`config.mk`:
```
export PLATFORM = sky130hd
export DESIGN_NAME = scmp_bus_demux_flat
export DESIGN_NICKNAME = d
export VERILOG_FILES = /design/src/rtl/scmp_bus_demux_if.sv /design/src/rtl/scmp_bus_demux.sv /design/src/flat_wrapper.sv
export SDC_FILE = /design/constraint.sdc
export NUM_CORES = 1
export LEC_CHECK = 0
export CAP_MARGIN = 40
export CORE_MARGIN = 2
export CORE_UTILIZATION = 30
export DETAILED_ROUTE_END_ITERATION = 16
export HOLD_SLACK_MARGIN = 0.08
export PLACE_DENSITY = 0.66
export SYNTH_ARGS = -nofsm -noshare
export SYNTH_HDL_FRONTEND = slang
export SYNTH_SLANG_ARGS = --single-unit
```
`constraint.sdc`:
```
create_clock -name clk -period 1.4 [get_ports clk]
set_input_delay 0.14 -clock clk [delete_from_list [all_inputs] [get_ports clk]]
set_output_delay 0.14 -clock clk [all_outputs]
set_load 0.005 [all_outputs]
```
`src/rtl/scmp_bus_demux_if.sv`:
```
// Demultiplexed SC/MP bus bundle: core-side multiplexed strobes plus the flat memory port.
// The slave modport is the demux view; the master modport is the core/memory side.
interface scmp_bus_demux_if;
    logic [11:0] cpu_addr;
    logic [7:0]  cpu_d_o;
    logic        cpu_ads_n;
    logic        cpu_rd_n;
    logic        cpu_wr_n;
    logic [7:0]  cpu_d_i;
    logic [15:0] mem_addr;
    logic        mem_rd;
    logic        mem_wr;
    logic [7:0]  mem_wdata;
    logic [7:0]  mem_rdata;

    modport slave (
        input  cpu_addr, cpu_d_o, cpu_ads_n, cpu_rd_n, cpu_wr_n, mem_rdata,
        output cpu_d_i, mem_addr, mem_rd, mem_wr, mem_wdata
    );

    modport master (
        output cpu_addr, cpu_d_o, cpu_ads_n, cpu_rd_n, cpu_wr_n, mem_rdata,
        input  cpu_d_i, mem_addr, mem_rd, mem_wr, mem_wdata
    );
endinterface

```
`src/rtl/scmp_bus_demux.sv`:
```
// SC/MP bus demultiplexer: latches address nibble and cycle flags at ADS, issues single-cycle
// memory requests, holds read data and tracks halt. Optional SCMP_BUS_CYCCNT_EN adds cyc_cnt.
module scmp_bus_demux #(
    parameter int unsigned RD_LAT         = 1,
    parameter bit          HALT_AUTO_CONT = 1'b0
) (
    input  logic               clk,
    input  logic               rst_n,
    scmp_bus_demux_if.slave    bus,
    output logic               flag_h,
    output logic               flag_d,
    output logic               flag_i,
    output logic               flag_r,
    output logic               halt_o,
    input  logic               cont_i,
    output logic               bus_err
`ifdef SCMP_BUS_CYCCNT_EN
    ,
    output logic [15:0]        cyc_cnt
`endif
);

    localparam logic [1:0] RdLatCnt = RD_LAT[1:0];

    typedef enum logic [2:0] {StIdle, StAddr, StRdWait, StRdHold, StWrite} state_e;

    state_e      state_q, state_d;
    logic [3:0]  addr_hi_q, addr_hi_d;
    logic [3:0]  flags_q, flags_d;  // {h, d, i, r}
    logic [7:0]  d_i_q, d_i_d;
    logic [7:0]  wdata_q, wdata_d;
    logic [1:0]  cnt_q, cnt_d;
    logic        mem_rd_q, mem_rd_d;
    logic        mem_wr_q, mem_wr_d;
    logic        halt_q, halt_d;
    logic        err_q, err_d;
    logic        rd_n_q, wr_n_q;
    logic        set_halt;

    always_comb begin
        state_d   = state_q;
        addr_hi_d = addr_hi_q;
        flags_d   = flags_q;
        d_i_d     = d_i_q;
        wdata_d   = wdata_q;
        cnt_d     = cnt_q;
        mem_rd_d  = 1'b0;
        mem_wr_d  = 1'b0;
        err_d     = err_q;
        set_halt  = 1'b0;

        if (!bus.cpu_rd_n && !bus.cpu_wr_n) err_d = 1'b1;
        if (state_q == StIdle &&
            ((!bus.cpu_rd_n && rd_n_q) || (!bus.cpu_wr_n && wr_n_q))) err_d = 1'b1;

        case (state_q)
            StIdle: begin
                if (!bus.cpu_ads_n) begin
                    addr_hi_d = bus.cpu_d_o[3:0];
                    flags_d   = bus.cpu_d_o[7:4];
                    state_d   = StAddr;
                end
            end
            StAddr: begin
                if (!bus.cpu_rd_n && !bus.cpu_wr_n) begin
                    state_d = StAddr;
                end else if (!bus.cpu_rd_n) begin
                    mem_rd_d = 1'b1;
                    cnt_d    = RdLatCnt;
                    state_d  = StRdWait;
                end else if (!bus.cpu_wr_n) begin
                    mem_wr_d = 1'b1;
                    wdata_d  = bus.cpu_d_o;
                    state_d  = StWrite;
                end else if (!bus.cpu_ads_n) begin
                    addr_hi_d = bus.cpu_d_o[3:0];
                    flags_d   = bus.cpu_d_o[7:4];
                end
            end
            StRdWait: begin
                // Strobe released before data arrived: abort without touching cpu_d_i.
                if (bus.cpu_rd_n) begin
                    err_d   = 1'b1;
                    state_d = StIdle;
                end else if (cnt_q == 2'd0) begin
                    d_i_d   = bus.mem_rdata;
                    state_d = StRdHold;
                end else begin
                    cnt_d = cnt_q - 2'd1;
                end
            end
            StRdHold: begin
                if (bus.cpu_rd_n) begin
                    state_d  = StIdle;
                    set_halt = flags_q[3] & flags_q[1];
                end
            end
            StWrite: begin
                if (bus.cpu_wr_n) state_d = StIdle;
            end
            default: state_d = StIdle;
        endcase

        if (HALT_AUTO_CONT)  halt_d = 1'b0;
        else if (cont_i)     halt_d = 1'b0;
        else                 halt_d = halt_q;
        if (set_halt)        halt_d = 1'b1;
    end

    always_ff @(posedge clk or negedge rst_n) begin
        if (!rst_n) begin
            state_q   <= StIdle;
            addr_hi_q <= '0;
            flags_q   <= '0;
            d_i_q     <= '0;
            wdata_q   <= '0;
            cnt_q     <= '0;
            mem_rd_q  <= 1'b0;
            mem_wr_q  <= 1'b0;
            halt_q    <= 1'b0;
            err_q     <= 1'b0;
            rd_n_q    <= 1'b1;
            wr_n_q    <= 1'b1;
        end else begin
            state_q   <= state_d;
            addr_hi_q <= addr_hi_d;
            flags_q   <= flags_d;
            d_i_q     <= d_i_d;
            wdata_q   <= wdata_d;
            cnt_q     <= cnt_d;
            mem_rd_q  <= mem_rd_d;
            mem_wr_q  <= mem_wr_d;
            halt_q    <= halt_d;
            err_q     <= err_d;
            rd_n_q    <= bus.cpu_rd_n;
            wr_n_q    <= bus.cpu_wr_n;
        end
    end

`ifdef SCMP_BUS_CYCCNT_EN
    logic [15:0] cyc_cnt_q, cyc_cnt_d;
    logic        cyc_done;

    assign cyc_done = (state_q == StRdHold && bus.cpu_rd_n) ||
                      (state_q == StWrite && bus.cpu_wr_n);

    always_comb begin
        cyc_cnt_d = cyc_cnt_q;
        if (cyc_done) cyc_cnt_d = cyc_cnt_q + 16'd1;
    end

    always_ff @(posedge clk or negedge rst_n) begin
        if (!rst_n) cyc_cnt_q <= '0;
        else        cyc_cnt_q <= cyc_cnt_d;
    end

    assign cyc_cnt = cyc_cnt_q;
`endif

    assign bus.mem_addr  = {addr_hi_q, bus.cpu_addr};
    assign bus.mem_rd    = mem_rd_q;
    assign bus.mem_wr    = mem_wr_q;
    assign bus.mem_wdata = wdata_q;
    assign bus.cpu_d_i   = d_i_q;
    assign flag_h        = flags_q[3];
    assign flag_d        = flags_q[2];
    assign flag_i        = flags_q[1];
    assign flag_r        = flags_q[0];
    assign halt_o        = halt_q;
    assign bus_err       = err_q;

    a_rd_lat_legal: assert property (@(posedge clk) RD_LAT <= 3)
        else $error("RD_LAT must be in 0..3");

endmodule
```
`src/flat_wrapper.sv`:
```
// flat-port wrapper written by rule: the top's interface ports become plain ports
module scmp_bus_demux_flat 
#(
    parameter int unsigned RD_LAT         = 1,
    parameter bit          HALT_AUTO_CONT = 1'b0
)
  (clk, rst_n, flag_h, flag_d, flag_i, flag_r, halt_o, cont_i, bus_err, bus_cpu_addr, bus_cpu_d_o, bus_cpu_ads_n, bus_cpu_rd_n, bus_cpu_wr_n, bus_mem_rdata, bus_cpu_d_i, bus_mem_addr, bus_mem_rd, bus_mem_wr, bus_mem_wdata);
  scmp_bus_demux_if bus_i ();
  input  logic clk;
  input  logic rst_n;
  output logic flag_h;
  output logic flag_d;
  output logic flag_i;
  output logic flag_r;
  output logic halt_o;
  input  logic cont_i;
  output logic bus_err;
  input wire logic [$bits(bus_i.cpu_addr)-1:0] bus_cpu_addr;
  input wire logic [$bits(bus_i.cpu_d_o)-1:0] bus_cpu_d_o;
  input wire logic [$bits(bus_i.cpu_ads_n)-1:0] bus_cpu_ads_n;
  input wire logic [$bits(bus_i.cpu_rd_n)-1:0] bus_cpu_rd_n;
  input wire logic [$bits(bus_i.cpu_wr_n)-1:0] bus_cpu_wr_n;
  input wire logic [$bits(bus_i.mem_rdata)-1:0] bus_mem_rdata;
  output wire logic [$bits(bus_i.cpu_d_i)-1:0] bus_cpu_d_i;
  output wire logic [$bits(bus_i.mem_addr)-1:0] bus_mem_addr;
  output wire logic [$bits(bus_i.mem_rd)-1:0] bus_mem_rd;
  output wire logic [$bits(bus_i.mem_wr)-1:0] bus_mem_wr;
  output wire logic [$bits(bus_i.mem_wdata)-1:0] bus_mem_wdata;
  assign bus_i.cpu_addr = bus_cpu_addr;
  assign bus_i.cpu_d_o = bus_cpu_d_o;
  assign bus_i.cpu_ads_n = bus_cpu_ads_n;
  assign bus_i.cpu_rd_n = bus_cpu_rd_n;
  assign bus_i.cpu_wr_n = bus_cpu_wr_n;
  assign bus_i.mem_rdata = bus_mem_rdata;
  assign bus_cpu_d_i = bus_i.cpu_d_i;
  assign bus_mem_addr = bus_i.mem_addr;
  assign bus_mem_rd = bus_i.mem_rd;
  assign bus_mem_wr = bus_i.mem_wr;
  assign bus_mem_wdata = bus_i.mem_wdata;
  scmp_bus_demux #(.RD_LAT(RD_LAT), .HALT_AUTO_CONT(HALT_AUTO_CONT)) u_core (.clk(clk), .rst_n(rst_n), .bus(bus_i), .flag_h(flag_h), .flag_d(flag_d), .flag_i(flag_i), .flag_r(flag_r), .halt_o(halt_o), .cont_i(cont_i), .bus_err(bus_err));
endmodule
```
== Word-level counts from Yosys, hierarchy flattened ==
Index checks and enable logic that the tools add are counted.
W data, S select, Z words.

* Register bits: 35
* Bits in latches: 0
* RAM bits: 0
* ROM bits: 0
* Input port bits: 34
* Output and inout bits: 40
* Word-level logic and storage cells: 88
* Memories kept: 0

* Add/sub/neg operators: 1
* Multiply operators: 0
* Div/mod/pow operators: 0
* Magnitude comparators: 0
* Equality and inequality tests: 15
* Shifts and indexed selects: 0
* Mux-type cells: 39
* Bitwise gates (word level): 4
* Reductions and logical operators: 17

{| class="wikitable"
|+ Operators by type and width
! operator !! count
|-
| $mux W4 || 8
|-
| $mux W3 || 8
|-
| $ne A2 B2 Y1 const B || 9
|-
| $pmux W4 S2 || 2
|-
| $mux W1 || 15
|-
| $pmux W3 S5 || 1
|-
| $reduce_and A5 Y1 || 2
|-
| $mux W2 || 4
|-
| $reduce_and A4 Y1 || 2
|-
| $eq A3 B2 Y1 const B || 2
|-
| $reduce_bool A2 Y1 || 3
|-
| $logic_and A1 B1 Y1 || 4
|-
| $ne A4 B3 Y1 const B || 1
|-
| $pmux W2 S2 || 1
|-
| $eq A3 B1 Y1 const B || 1
|-
| $eq A3 B3 Y1 const B || 1
|-
| $logic_not A3 Y1 || 1
|-
| $ne A3 B2 Y1 const B || 1
|-
| $not A1 Y1 || 3
|-
| $reduce_and A3 Y1 || 1
|-
| $logic_not A1 Y1 || 2
|-
| $logic_not A2 Y1 || 1
|-
| $sub A2 B1 Y2 const B || 1
|-
| $and A1 B1 Y1 || 1
|-
| $logic_or A1 B1 Y1 || 1
|}

== Longest topological paths before layout ==
* Depth in word-level cells: 7
* Depth in mapped cells: 5
* Gate-level depth less buffers: 5

== Worst setup path after synthesis ==
OpenSTA, ideal clock, no wires.

* Path type: register -> register
* Start: reg u_core.state_q[0]
* End: reg u_core.addr_hi_q[0]
* Arrival time: 1.456 ns
* Slack: -0.181 ns
* Stages on the path, launching flop included: 4
* Clock period less this slack: 1.581 ns
* Cell sequence: dfrtp_1 > clkbuf_1 > a2111oi_4 > mux2_2

* Cells in the longest elaborated chain, start to end: 3

{| class="wikitable"
|+ RTL lines
! what !! line !! source
|-
| start: declaration || scmp_bus_demux.sv:27 || <nowiki>state_e state_q, state_d;</nowiki>
|-
| start signal: assignment || scmp_bus_demux.sv:112 || <nowiki>state_q <= StIdle;</nowiki>
|-
| start signal: assignment || scmp_bus_demux.sv:125 || <nowiki>state_q <= state_d;</nowiki>
|-
| $eq A3 B1 Y1 or $logic_not A3 Y1 (tied branches) || scmp_bus_demux.sv:56 || <nowiki>case (state_q)</nowiki>
|-
| $ne A2 B2 Y1 (no line) or $reduce_bool A2 Y1 (tied branches) || -- ||
|-
| $reduce_and A4 Y1 (no line) || -- ||
|-
| end signal: assignment || scmp_bus_demux.sv:126 || <nowiki>addr_hi_q <= addr_hi_d;</nowiki>
|-
| end: declaration || scmp_bus_demux.sv:28 || <nowiki>logic [3:0] addr_hi_q, addr_hi_d;</nowiki>
|}

Several ways; a longest one is shown, not always the timed one.
A chain may end at the register's enable or synchronous reset.

== Worst setup path in the final report ==
* Start: reg u_core.state_q[2]
* End: reg u_core.wdata_q[5], in the netlist u_core.bus.mem_wdata[5]

* Cells in the longest elaborated chain, start to end: 2

{| class="wikitable"
|+ RTL lines
! what !! line !! source
|-
| $eq A3 B1 Y1 || scmp_bus_demux.sv:56 ||
|-
| $reduce_and A4 Y1 (no line) || -- ||
|-
| end signal: assignment || scmp_bus_demux.sv:129 || <nowiki>wdata_q <= wdata_d;</nowiki>
|-
| end: declaration || scmp_bus_demux.sv:31 || <nowiki>logic [7:0] wdata_q, wdata_d;</nowiki>
|}

Every way passes these cells.

==> metrics <==
Chip Width=75.7 um; Required @ worst endpoint=1.57 ns; Max IR drop VDD=965 uV; measured slew at the worst slew-check pin=0.371 ns; main combinational cell family by area after synthesis=multiplexers; Inst Count DP=233; Root Buffer=clkbuf_8; worst r2r dst=u_core.bus.mem_wdata[5]; overall power=4.30 mW; Final setup violation count=12; DRT Pass-1 Iters=4; number of library cell types mapped by synthesis=30; Setup Slack @ Placement=-0.388 ns; n_diodes=0; routability cong.=0.873; largest net degree at the start of global routing=36; Tmin final=1.50 ns; multiplexer share of the synthesized area=18.3%; critical path class=register to register; synthesis-stage register bit count=35; crit-path max FO=9; Die Ht=75.7 um; count leader, synth=dfrtp_1; status=complete, but fails checks; most instantiated cells after synthesis=dfrtp_1 (33), mux2_2 (22), buf_4 (13); Starting Density=30.5%; Post-synth EDFFs=0; fillers=440; syn avg cell area=13.5 sq um; highest clock rate=0.668 GHz; synth top area cells=dfrtp_1 (54%), mux2_2 (16%), buf_4 (6.3%), dfstp_2 (3.4%), mux2_1 (2.2%); synthesized-area fraction occupied by adder cells=0.812%; failing checks=setup timing; Most used DFF post-synth=dfrtp_1; Leakage=1.03 nW; cells on worst reg2reg path=4; dominant cell type by area after synthesis=dfrtp_1; row cnt=26; RR Startpoint=u_core.state_q[2]; Initial DRC Count=46; DP HPWL=2520 um; Final Hold Vio Count=0; Core ar.=5040 sq um; vias in the first global route=1221; relative slew slack=75.1%; Final #Nets=207; Reg clk slew, reported paths=0.07 ns; H-tree depth=2; Longest Clk Path Bufs=2; Hold WC Path Type=input port to asynchronous set/reset pin; CTS Buf Count=5; Mapped Nets=149; Simple-Gate Fraction of Synth Area=6.74%; post-synth top area share=53.6%; compound-gate portion of the synthesized area=7.88%; clk sink count=35; Post-Layout Cell Count=243; share of layout cells above drive strength 1=38.7%; setup ws final=-0.0961 ns; DP Area=2210 sq um; PwrDens=1810 nW/um^2; clock latency on the worst-skew pair=0.28 ns; Final Cycle Share=107%; flop2flop setup slack=-0.1 ns; initial antenna violation count=0; Ports=74; detailed-route DRC error count=0; Final Max Tran Viols=0; YS warnings=0; total number of vias=1103; Overflow after GRT=0; post-route ant nets=0; Mapped Area=1540 sq um; # port buffers=49; total track usage=13.8%; global-route wire length before repair=5800 um; Design Area, Final=2370 sq um; startpoint types=register; Synth Area in XOR/XNOR=0%; share of synthesized flip-flops with an asynchronous set or reset=100%; Crit. End Element=register; final WL=3440 um; Routed WL per cell=14.2 um; arrival time at the worst endpoint=1.67 ns; clk_skew=0.00708 ns; clock tree from TritonCTS=built; MaxCap Viol Count=0; die area=5720 sq um; RSZ-0062 raised after global routing=yes; Mapped Cells=114; Vias/cell=4.54; area delta synth->final=54.1%; register area share after synthesis=57.0%
[repair_timing]
| item | 4_1_cts | 5_1_grt |
|---|---|---|
| pin swaps | 0 | 3 |
| cloned | 0 | 0 |
| resized for setup | 10 | 7 |
| buffers inserted | 2 | 0 |
| hold buffers | 0 | 0 |
| setup endpoints to repair | 27 | 27 |
[critical path: stages, from the launching register on]
cell     delay [ns]
dfrtp_1        0.42
buf_4          0.16
nor4_4         0.30
buf_12         0.18
mux2_2         0.33
[where the power goes]
part | switching, mW | total (mW) | internal [mW]
registers | 0.271 | 1.67 | 1.40
clock network | 0.355 | 0.695 | 0.340
logic | 0.610 | 1.94 | 1.33
[flip-flops by register name, summed over array words and instances, names as in the netlist]
name and cells:
u_core.state_q 3, u_core.wr_n_q 1, u_core.bus_err 1, u_core.cnt_q 2, u_core.bus.mem_wr 1, u_core.flags_q 4
u_core.bus.mem_rd 1, u_core.halt_o 1, u_core.rd_n_q 1, u_core.addr_hi_q 4, u_core.bus.mem_wdata 8, u_core.bus.cpu_d_i 8
[area by class of cell]
class | count | area (sq um) | share of cell area, %
clock inverters | 3 | 15.0 | 0.633
multi-input cells | 55 | 632 | 26.6
flip-flops and latches | 35 | 881 | 37.1
clock buffers | 5 | 68.8 | 2.90
repair buffers | 68 | 663 | 27.9
well taps | 70 | 87.6 | 3.69
inverters | 7 | 26.3 | 1.11
[per-layer routing]
metal  up-vias  GRT usage, %  wire (um)
met5         -             0          0
met2        45          21.2       1650
met3        11          6.08        311
met1       545          16.5       1390
met4         0          6.63         81
li1        502             -          -
[placed cells by master (no fill, tap or decap), drive strengths merged, types with 2 or more instances in the layout]
cell,synthesis,layout
mux2,25,25
nand4b,2,2
nor3,2,2
dfrtp,33,33
nor2,2,2
buf,16,19
clkdlybuf4s50,0,47
clkbuf,1,5
dlygate4sd2,0,2
dfstp,2,2
a2111oi,2,2
a21o,2,2
inv,7,7
o21ai,2,2
nand2,3,3
nand2b,2,2
clkinv,0,3
nor4,2,2
[stage by stage]
stage,util [%],setup TNS (ns),hold WS (ns)
floorplan,-,-2.38,-0.156
global route,47.1,-1.89,0.237
global placement,43.9,-8.62,0.280
detailed placement,43.9,-9.12,0.280
finish,47.1,-0.614,0.219
CTS,46.3,-1.24,0.216
[cell families after synthesis]
group	after synthesis
compound gates	14
simple gates	15
buf+inv	24
fa+ha+maj	1
mux	25
flops	35
[worst max path at each step]
stage	startpoint	slack, ns	to
finish	u_core.state_q[2]	-0.1	u_core.bus.mem_wdata[5]
global route	u_core.state_q[2]	-0.15	u_core.bus.mem_wdata[5]
CTS	u_core.state_q[2]	-0.1	u_core.cnt_q[1]
detailed placement	bus_cpu_wr_n	-0.39	u_core.flags_q[3]
global placement	bus_cpu_wr_n	-0.37	u_core.addr_hi_q[0]
floorplan	u_core.state_q[0]	-0.16	u_core.addr_hi_q[0]
No activity file was read; power rests on OpenSTA's default activity.
